**config.mk**
```make
export PLATFORM = sky130hd
export DESIGN_NAME = laser_spot_finder
export DESIGN_NICKNAME = d
export VERILOG_FILES = /design/src/rtl/laser_spot_finder.sv
export SDC_FILE = /design/constraint.sdc
export NUM_CORES = 1
export LEC_CHECK = 0
export BUFFER_PORTS_ARGS = -buffer_cell sky130_fd_sc_hd__buf_4
export CORE_MARGIN = 8
export CORE_UTILIZATION = 61
export CTS_CLUSTER_SIZE = 40
export DETAILED_ROUTE_END_ITERATION = 7
export GPL_TIMING_DRIVEN = 0
export PLACE_DENSITY = 0.87
export SYNTH_ARGS = -nofsm -noshare
export SYNTH_HDL_FRONTEND = slang
export SYNTH_SLANG_ARGS = --single-unit
```
**constraint.sdc**
```tcl
create_clock -name p_clock -period 3.1 [get_ports p_clock]
set_input_delay 0.155 -clock p_clock [delete_from_list [all_inputs] [get_ports p_clock]]
set_output_delay 0.155 -clock p_clock [all_outputs]
set_load 0.05 [all_outputs]
```
**src/rtl/laser_spot_finder.sv**
```systemverilog
// laser_spot_finder
// Locates the laser spot in an RGB565 camera frame. Every assembled pixel is
// given an x/y position; pixels whose red channel reaches R_THRESH widen a
// bounding box and bump a saturating bright-pixel counter. At frame end the
// box centre ((min+max)>>1, no divider) and a found flag are published for
// the projector/game logic together with a one-cycle spot_valid pulse.

module laser_spot_finder #(
  parameter int unsigned H_ACTIVE   = 640,   // pixels per line
  parameter int unsigned V_ACTIVE   = 480,   // lines per frame
  parameter logic [4:0]  R_THRESH   = 5'd28, // red level that counts as bright
  parameter int unsigned MIN_PIXELS = 4      // bright pixels needed for a spot
) (
  input  logic        p_clock,
  input  logic        reset_n,
  input  logic        frame_start,
  input  logic [15:0] pixel_data,
  input  logic        pixel_done,
  input  logic        frame_done,
  output logic [9:0]  spot_x,
  output logic [8:0]  spot_y,
  output logic [18:0] spot_count,
  output logic        spot_found,
  output logic        spot_valid,
  output logic        busy
);

  // Constants sized to the registers they are compared against.
  localparam logic [9:0]  X_LAST    = 10'(H_ACTIVE - 1);
  localparam logic [9:0]  Y_LIMIT   = 10'(V_ACTIVE);
  localparam logic [8:0]  Y_MAX     = 9'd511;
  localparam logic [18:0] COUNT_MAX = '1;
  localparam logic [18:0] MIN_COUNT = 19'(MIN_PIXELS);

  // Box reset values: an empty box has min above any max.
  localparam logic [9:0]  MIN_X_INIT = 10'd1023;
  localparam logic [8:0]  MIN_Y_INIT = 9'd511;

  typedef enum logic [1:0] {
    IDLE   = 2'd0,
    ACCUM  = 2'd1,
    REPORT = 2'd2
  } state_t;

  state_t state;
  state_t state_next;

  // Scan position of the next pixel to arrive.
  logic [9:0]  x;
  logic [8:0]  y;

  // Running accumulators for the frame in progress.
  logic [18:0] count;
  logic [9:0]  min_x;
  logic [9:0]  max_x;
  logic [8:0]  min_y;
  logic [8:0]  max_y;

  // Per-cycle decode.
  logic        report;
  logic        clear;
  logic        accept;
  logic        bright;
  logic        in_frame;
  logic        hit;
  logic        found;
  logic [10:0] sum_x;
  logic [9:0]  sum_y;

  // Only the red channel decides brightness; green/blue are don't-care.
  logic        unused_pixel_bits;
  assign unused_pixel_bits = ^pixel_data[10:0];

  // A frame_start in any state restarts accumulation, so it always clears.
  // In ACCUM it also wins over a coincident pixel or frame_done: the old
  // frame is abandoned and must not leak into the new one or be reported.
  assign clear    = frame_start;
  assign accept   = (state == ACCUM) && pixel_done && !frame_start;
  assign bright   = (pixel_data[15:11] >= R_THRESH);
  assign in_frame = ({1'b0, y} < Y_LIMIT);
  assign hit      = accept && bright && in_frame;

  // Centre arithmetic uses one extra bit so min+max cannot wrap.
  assign found = (count >= MIN_COUNT);
  assign sum_x = {1'b0, min_x} + {1'b0, max_x};
  assign sum_y = {1'b0, min_y} + {1'b0, max_y};

  // State register.
  // NOTE: every clocked block uses non-blocking (<=) so all registers update
  // from the same pre-edge values; blocking here would create order races.
  always_ff @(posedge p_clock or negedge reset_n) begin
    if (!reset_n) begin
      state <= IDLE;
    end else begin
      state <= state_next;
    end
  end

  // Next-state decode.
  // NOTE: state_next gets a default before the case so no path leaves it
  // unassigned, which would otherwise infer a latch.
  always_comb begin
    state_next = state;
    unique case (state)
      IDLE: begin
        if (frame_start) state_next = ACCUM;
      end
      ACCUM: begin
        if (frame_start)     state_next = ACCUM;
        else if (frame_done) state_next = REPORT;
      end
      REPORT: begin
        state_next = frame_start ? ACCUM : IDLE;
      end
      default: state_next = IDLE;
    endcase
  end

  // State-derived controls.
  always_comb begin
    busy   = (state == ACCUM);
    report = (state == REPORT);
  end

  // Scan position: raster order, x wraps at the line end, y saturates.
  always_ff @(posedge p_clock or negedge reset_n) begin
    if (!reset_n) begin
      x <= '0;
      y <= '0;
    end else if (clear) begin
      x <= '0;
      y <= '0;
    end else if (accept) begin
      if (x == X_LAST) begin
        x <= '0;
        if (y != Y_MAX) y <= y + 9'd1;
      end else begin
        x <= x + 10'd1;
      end
    end
  end

  // Bright-pixel counter, saturating so huge spots never read as small ones.
  always_ff @(posedge p_clock or negedge reset_n) begin
    if (!reset_n) begin
      count <= '0;
    end else if (clear) begin
      count <= '0;
    end else if (hit && (count != COUNT_MAX)) begin
      count <= count + 19'd1;
    end
  end

  // Bounding box of bright pixels inside the active area.
  always_ff @(posedge p_clock or negedge reset_n) begin
    if (!reset_n) begin
      min_x <= MIN_X_INIT;
      max_x <= '0;
      min_y <= MIN_Y_INIT;
      max_y <= '0;
    end else if (clear) begin
      min_x <= MIN_X_INIT;
      max_x <= '0;
      min_y <= MIN_Y_INIT;
      max_y <= '0;
    end else if (hit) begin
      if (x < min_x) min_x <= x;
      if (x > max_x) max_x <= x;
      if (y < min_y) min_y <= y;
      if (y > max_y) max_y <= y;
    end
  end

  // Published results: updated once per completed frame; the centre is only
  // refreshed when a spot was found, otherwise the last good centre holds.
  always_ff @(posedge p_clock or negedge reset_n) begin
    if (!reset_n) begin
      spot_x     <= '0;
      spot_y     <= '0;
      spot_count <= '0;
      spot_found <= 1'b0;
      spot_valid <= 1'b0;
    end else begin
      spot_valid <= report;
      if (report) begin
        spot_count <= count;
        spot_found <= found;
        if (found) begin
          spot_x <= sum_x[10:1];
          spot_y <= sum_y[9:1];
        end
      end
    end
  end

endmodule

```
# Word level (Yosys, flattened, before mapping)
# Cells that the tools add are included.
[op_classes]
n_reduce_logical = 23
n_eq_ne = 7
mux = 26
order_cmp = 7
n_addsub = 5
[ops]
columns = ["cell", "n"]
rows = [
  ["$mux W10", 9],
  ["$mux W9", 10],
  ["$mux W19", 2],
  ["$add A19 B1 Y19 const B", 1],
  ["$ge A19 B3 Y1 const B", 1],
  ["$ne A19 B19 Y1 const B", 1],
  ["$reduce_bool A2 Y1", 9],
  ["$reduce_and A2 Y1", 6],
  ["$add A10 B10 Y11", 1],
  ["$add A10 B1 Y10 const B", 1],
  ["$add A9 B9 Y10", 1],
  ["$eq A10 B10 Y1 const B", 1],
  ["$gt A10 B10 Y1", 1],
  ["$lt A10 B10 Y1", 1],
  ["$add A9 B1 Y9 const B", 1],
  ["$gt A9 B9 Y1", 1],
  ["$lt A9 B9 Y1", 1],
  ["$lt A9 B9 Y1 const B", 1],
  ["$ne A9 B9 Y1 const B", 1],
  ["$mux W2", 3],
  ["$pmux W2 S3", 1],
  ["$ge A5 B5 Y1 const B", 1],
  ["$logic_and A1 B1 Y1", 5],
  ["$ne A3 B3 Y1 const B", 1],
  ["other kinds (7)", 7],
]
[word_totals]
out_inout_bits = 41
regBits = 118
input_bits = 21

# Logic depth before layout (Yosys ltp)
[depth]
depth_word = 8
mapped_depth = 9
depth_no_buf = 9

# Worst setup path after synthesis
# No wires, ideal clock.
[synth_path]
path_kind = "flip-flop to flip-flop"
start = "reg y[2]"
end = "reg y[7]"
n_path_buf = 0
path_slack_ns = 0.540
t_arrival_ns = 2.428
stages_incl_launch_ff = 10
synth_period_minus_slack_ns = 2.560
required_ns = 2.968
cell_sequence = "dfrtp_1 and3_1 and2_1 and4_1 ha_1 or4b_1 nor4_4 nand4_1 xor2_1 nor2_1"
[synth_between]
elab_chain_cells = 5
elab_cells_between_ends = 8
[synth_rtl]
columns = ["item", "line", "source"]
rows = [
  ["start, declared", "50", "logic [8:0] y;"],
  ["start signal, assigned", "136", "if (y != Y_MAX) y <= y + 9'd1;"],
  ["$add A9 B1 Y9", "136", ""],
  ["$mux W9", "136", ""],
  ["$mux W9", "134", "if (x == X_LAST) begin"],
  ["$mux W9", "133", "end else if (accept) begin"],
  ["$mux W9", "130", "end else if (clear) begin"],
]
# Parallel ways exist; a longest one is shown, timed or not. The select of a mux whose other input is x is not followed.
# A chain may end at the register's enable or synchronous reset.

# Worst setup path after layout
# Same ends and word-level chain as after synthesis.

==> impl_metrics.csv <==
group,metric,value,unit
final_layout,layout-drive-gt1-share,17.0,%
timing,relSlewSlack,36.0,%
timing,post-route-period-util,93.3,%
power_and_ir_drop,combPwrFrac,5.2,%
outcome,status,"completed",
floorplanning,die_area,15500,sq um
timing,whs,165,ps
placement,dpl.hpwl,13.2,mm
power_and_ir_drop,p_leak,0.00406,uW
worst_setup_path,reg2reg_depth,9,
placement,portBuffers,48,
final_layout,nets,898,
global_route,antenna_found_initial,0,
yosys,synth_edf_count,0,
worst_setup_path,r2r_slack,210,ps
timing,grt_setup_unrepaired,"no",
global_route,grtUsageTotal,24.4,%
worst_setup_path,timing.rr.start,"y[2]",
worst_setup_path,arrival,3190,ps
final_layout,final_util,73.1,%
yosys,yosys.area.top_type_share,34.5,%
floorplanning,io_pins,62,
power_and_ir_drop,powerDensity,456,nW/um^2
yosys,ys_warn_count,0,
yosys,synthesis.area,7190,sq um
final_layout,syn_to_final_growth,16.6,%
worst_setup_path,endpoint,"y[7]",
global_route,overflow,0,
yosys,synth_top_flop_cell,"dfrtp_1",
power_and_ir_drop,power.share.clock,53.5,%
power_and_ir_drop,swShare,22.5,%
final_layout,fillers,753,
clock_network,cts-htree-levels,4,
yosys,yosys.area.top_type,"dfrtp_1",
route,drt_iter0_markers,747,
route,ant_nets,0,
global_route,grt_pass1_vias,6332,
clock_network,clkSinkCount,118,
run,drv_cap,0,
yosys,synthCells,747,
route,wl_per_cell,19.4,microns
power_and_ir_drop,irDropWorstVdd,0.466,mV
worst_hold_path,hold_path.class,"input pin to flip-flop",
yosys,avgSynthCellArea,9.62,sq um
power_and_ir_drop,internal_power,2960,uW
power_and_ir_drop,seqPwrFrac,41.3,%
route,drc_errors,0,
route,viasPerCell,6.43,
route,dr.pass1.iters,6,
floorplanning,num_rows,39,
clock_network,path_clk_slew,60,ps
yosys,syn-num-nets,828,
worst_setup_path,cp.required,3400,ps
timing,setup_ws,207,ps
worst_setup_path,crit_type,"flip-flop to flip-flop",
worst_setup_path,max_stage_delay,560,ps
floorplanning,initial_core_util,62.7,%
timing,hold_viol_final,0,
global_route,grt_first_pass_wirelength,31.3,mm
yosys,synthTopCellsByArea,"dfrtp_1 34%, ha_1 10%, dfstp_2 6.9%",
clock_network,cts_setup_buffers,0,
worst_setup_path,worstSetupStartpoint,"y[2]",
placement,routabilityCongestion,0.924,
clock_network,worstSkewPairLatency,430,ps
worst_setup_path,crit_path_end_kind,"flip-flop",
clock_network,cts_resized,0,
yosys,ys_types,60,
yosys,post-synth-top-count-cell,"dfrtp_1",
yosys,yosys-top-cells-count,"99 x dfrtp_1, 83 x nor2_1, 58 x ha_1",
final_layout,n_antenna_cell,0,
floorplanning,die_height,125,microns
timing,max_freq,346,MHz
worst_setup_path,rr_endpoint,"y[7]",
timing,setup_viol,0,
floorplanning,core,11500,sq um
worst_setup_path,slowest_stage,"or4b_1",
timing,maxSlewViolCount,0,
route,wl,18.9,mm
clock_network,hold_buffers,2,
yosys,async_reset_ff_share,100,%
clock_network,cts_tree,"built",
global_route,grt_max_degree,73,
timing,worst_pin_slew,960,ps
timing,min_period,2890,ps
floorplanning,dieWidth,125,microns
timing,finClkSkew,8.45,ps
yosys,synth-seq-area-share,41.4,%
yosys,synth-seq-cells,118,
power_and_ir_drop,switchingPower,859,uW
placement,place_ws,246,ps
timing,tns,0,ps
clock_network,root_buffer,"clkbuf_16",
power_and_ir_drop,finalPower,3820,uW
worst_setup_path,cp_max_fo,9,
worst_setup_path,cp-start-kind,"flip-flop",
clock_network,cts_buffers,17,
route,dr_total_vias,6257,
worst_setup_path,crit_chain,"and3_1 > and2_1 > and4_1 > ha_1 > or4b_1 > nor4_4 > nand4_1 > xor2_1 > nor2_1",
clock_network,cts_buffer_depth,2,
-- critical path: cells and delay by family (launching register included) --
family / cells / cell delay (ps)
and+or+nand+nor: 7 / 1910
DFF: 1 / 480
adders and majority gates: 1 / 180
xor gates and xnor gates: 1 / 170
-- flip-flops by register name (all words and copies together), names as in the netlist --
| signal | cells |
|---|---|
| max_y | 9 |
| state | 2 |
| min_x | 10 |
| x | 10 |
| spot_valid | 1 |
| y | 9 |
| max_x | 10 |
| spot_count | 19 |
| spot_x | 10 |
| count | 19 |
| min_y | 9 |
| spot_found | 1 |
| spot_y | 9 |
-- power by group through the flow --
stage	registers [uW]	logic, uW	clock network [uW]
2_1_floorplan	1620	89.0	0
3_3_place_gp	1600	185	0
3_5_place_dp	1600	194	0
4_1_cts	1580	199	2050
5_1_grt	1580	218	2110
6_report	1580	198	2040
-- how the worst min path moves through the flow --
| stage | slack [ps] | end | cells after the start | from |
|---|---|---|---|---|
| 2_1_floorplan | -140 | count[0] | 0 | reset_n |
| 3_3_place_gp | 410 | state[1] | 2 | frame_done |
| 3_5_place_dp | 350 | spot_count[12] | 1 | reset_n |
| 4_1_cts | 160 | state[1] | 3 | frame_start |
| 5_1_grt | 200 | count[4] | 4 | frame_start |
| 6_report | 160 | count[4] | 4 | frame_start |
-- cells by family after synthesis --
group | after synthesis | share of synthesized area (%)
adders and majority gates | 60 | 10.7
buffers and inverters | 86 | 4.67
xor gates and xnor gates | 30 | 3.66
and+or+nand+nor | 248 | 17.2
AOI/OAI and AO/OA | 158 | 15.3
muxes | 47 | 7.07
DFF | 118 | 41.4
-- cells in the final DEF (no fill, tap or decap), drive strengths merged, types with 19 or more instances in the layout --
cell type,synthesis,layout
a21oi,32,32
nand4,28,28
o211ai,31,31
dfstp,19,19
mux2,30,30
ha,58,58
o21ai,21,21
nand2,51,51
dfrtp,99,99
inv,53,53
clkbuf,21,45
nor2,83,83
buf,12,61
nand3,30,30
-- routing by layer --
metal	wire length, microns	global-route usage, %	part of all wire (%)
met1	7460	28.6	40
met2	9350	40.6	50
met3	1440	6.72	7.6
met4	622	11.4	3.3
met5	0	0	0
-- metrics by stage --
stage               cells  cell area (sq um)
floorplan             747               7190
global placement      938               7730
detailed placement    939               7750
CTS                   973               8380
global route          973               8380
finish                973               8380
-- layout make-up --
cell class | count | area, sq um | share of cell area (%)
multi-input combinational | 543 | 3870 | 46.3
sequential | 118 | 2980 | 35.5
clock buffer | 24 | 492 | 5.87
timing repair buffer | 51 | 400 | 4.78
inverter | 53 | 199 | 2.37
tap | 143 | 179 | 2.14
buffer | 33 | 136 | 1.63
clock inverter | 8 | 120 | 1.43
Power figures use the tool's default switching activity.
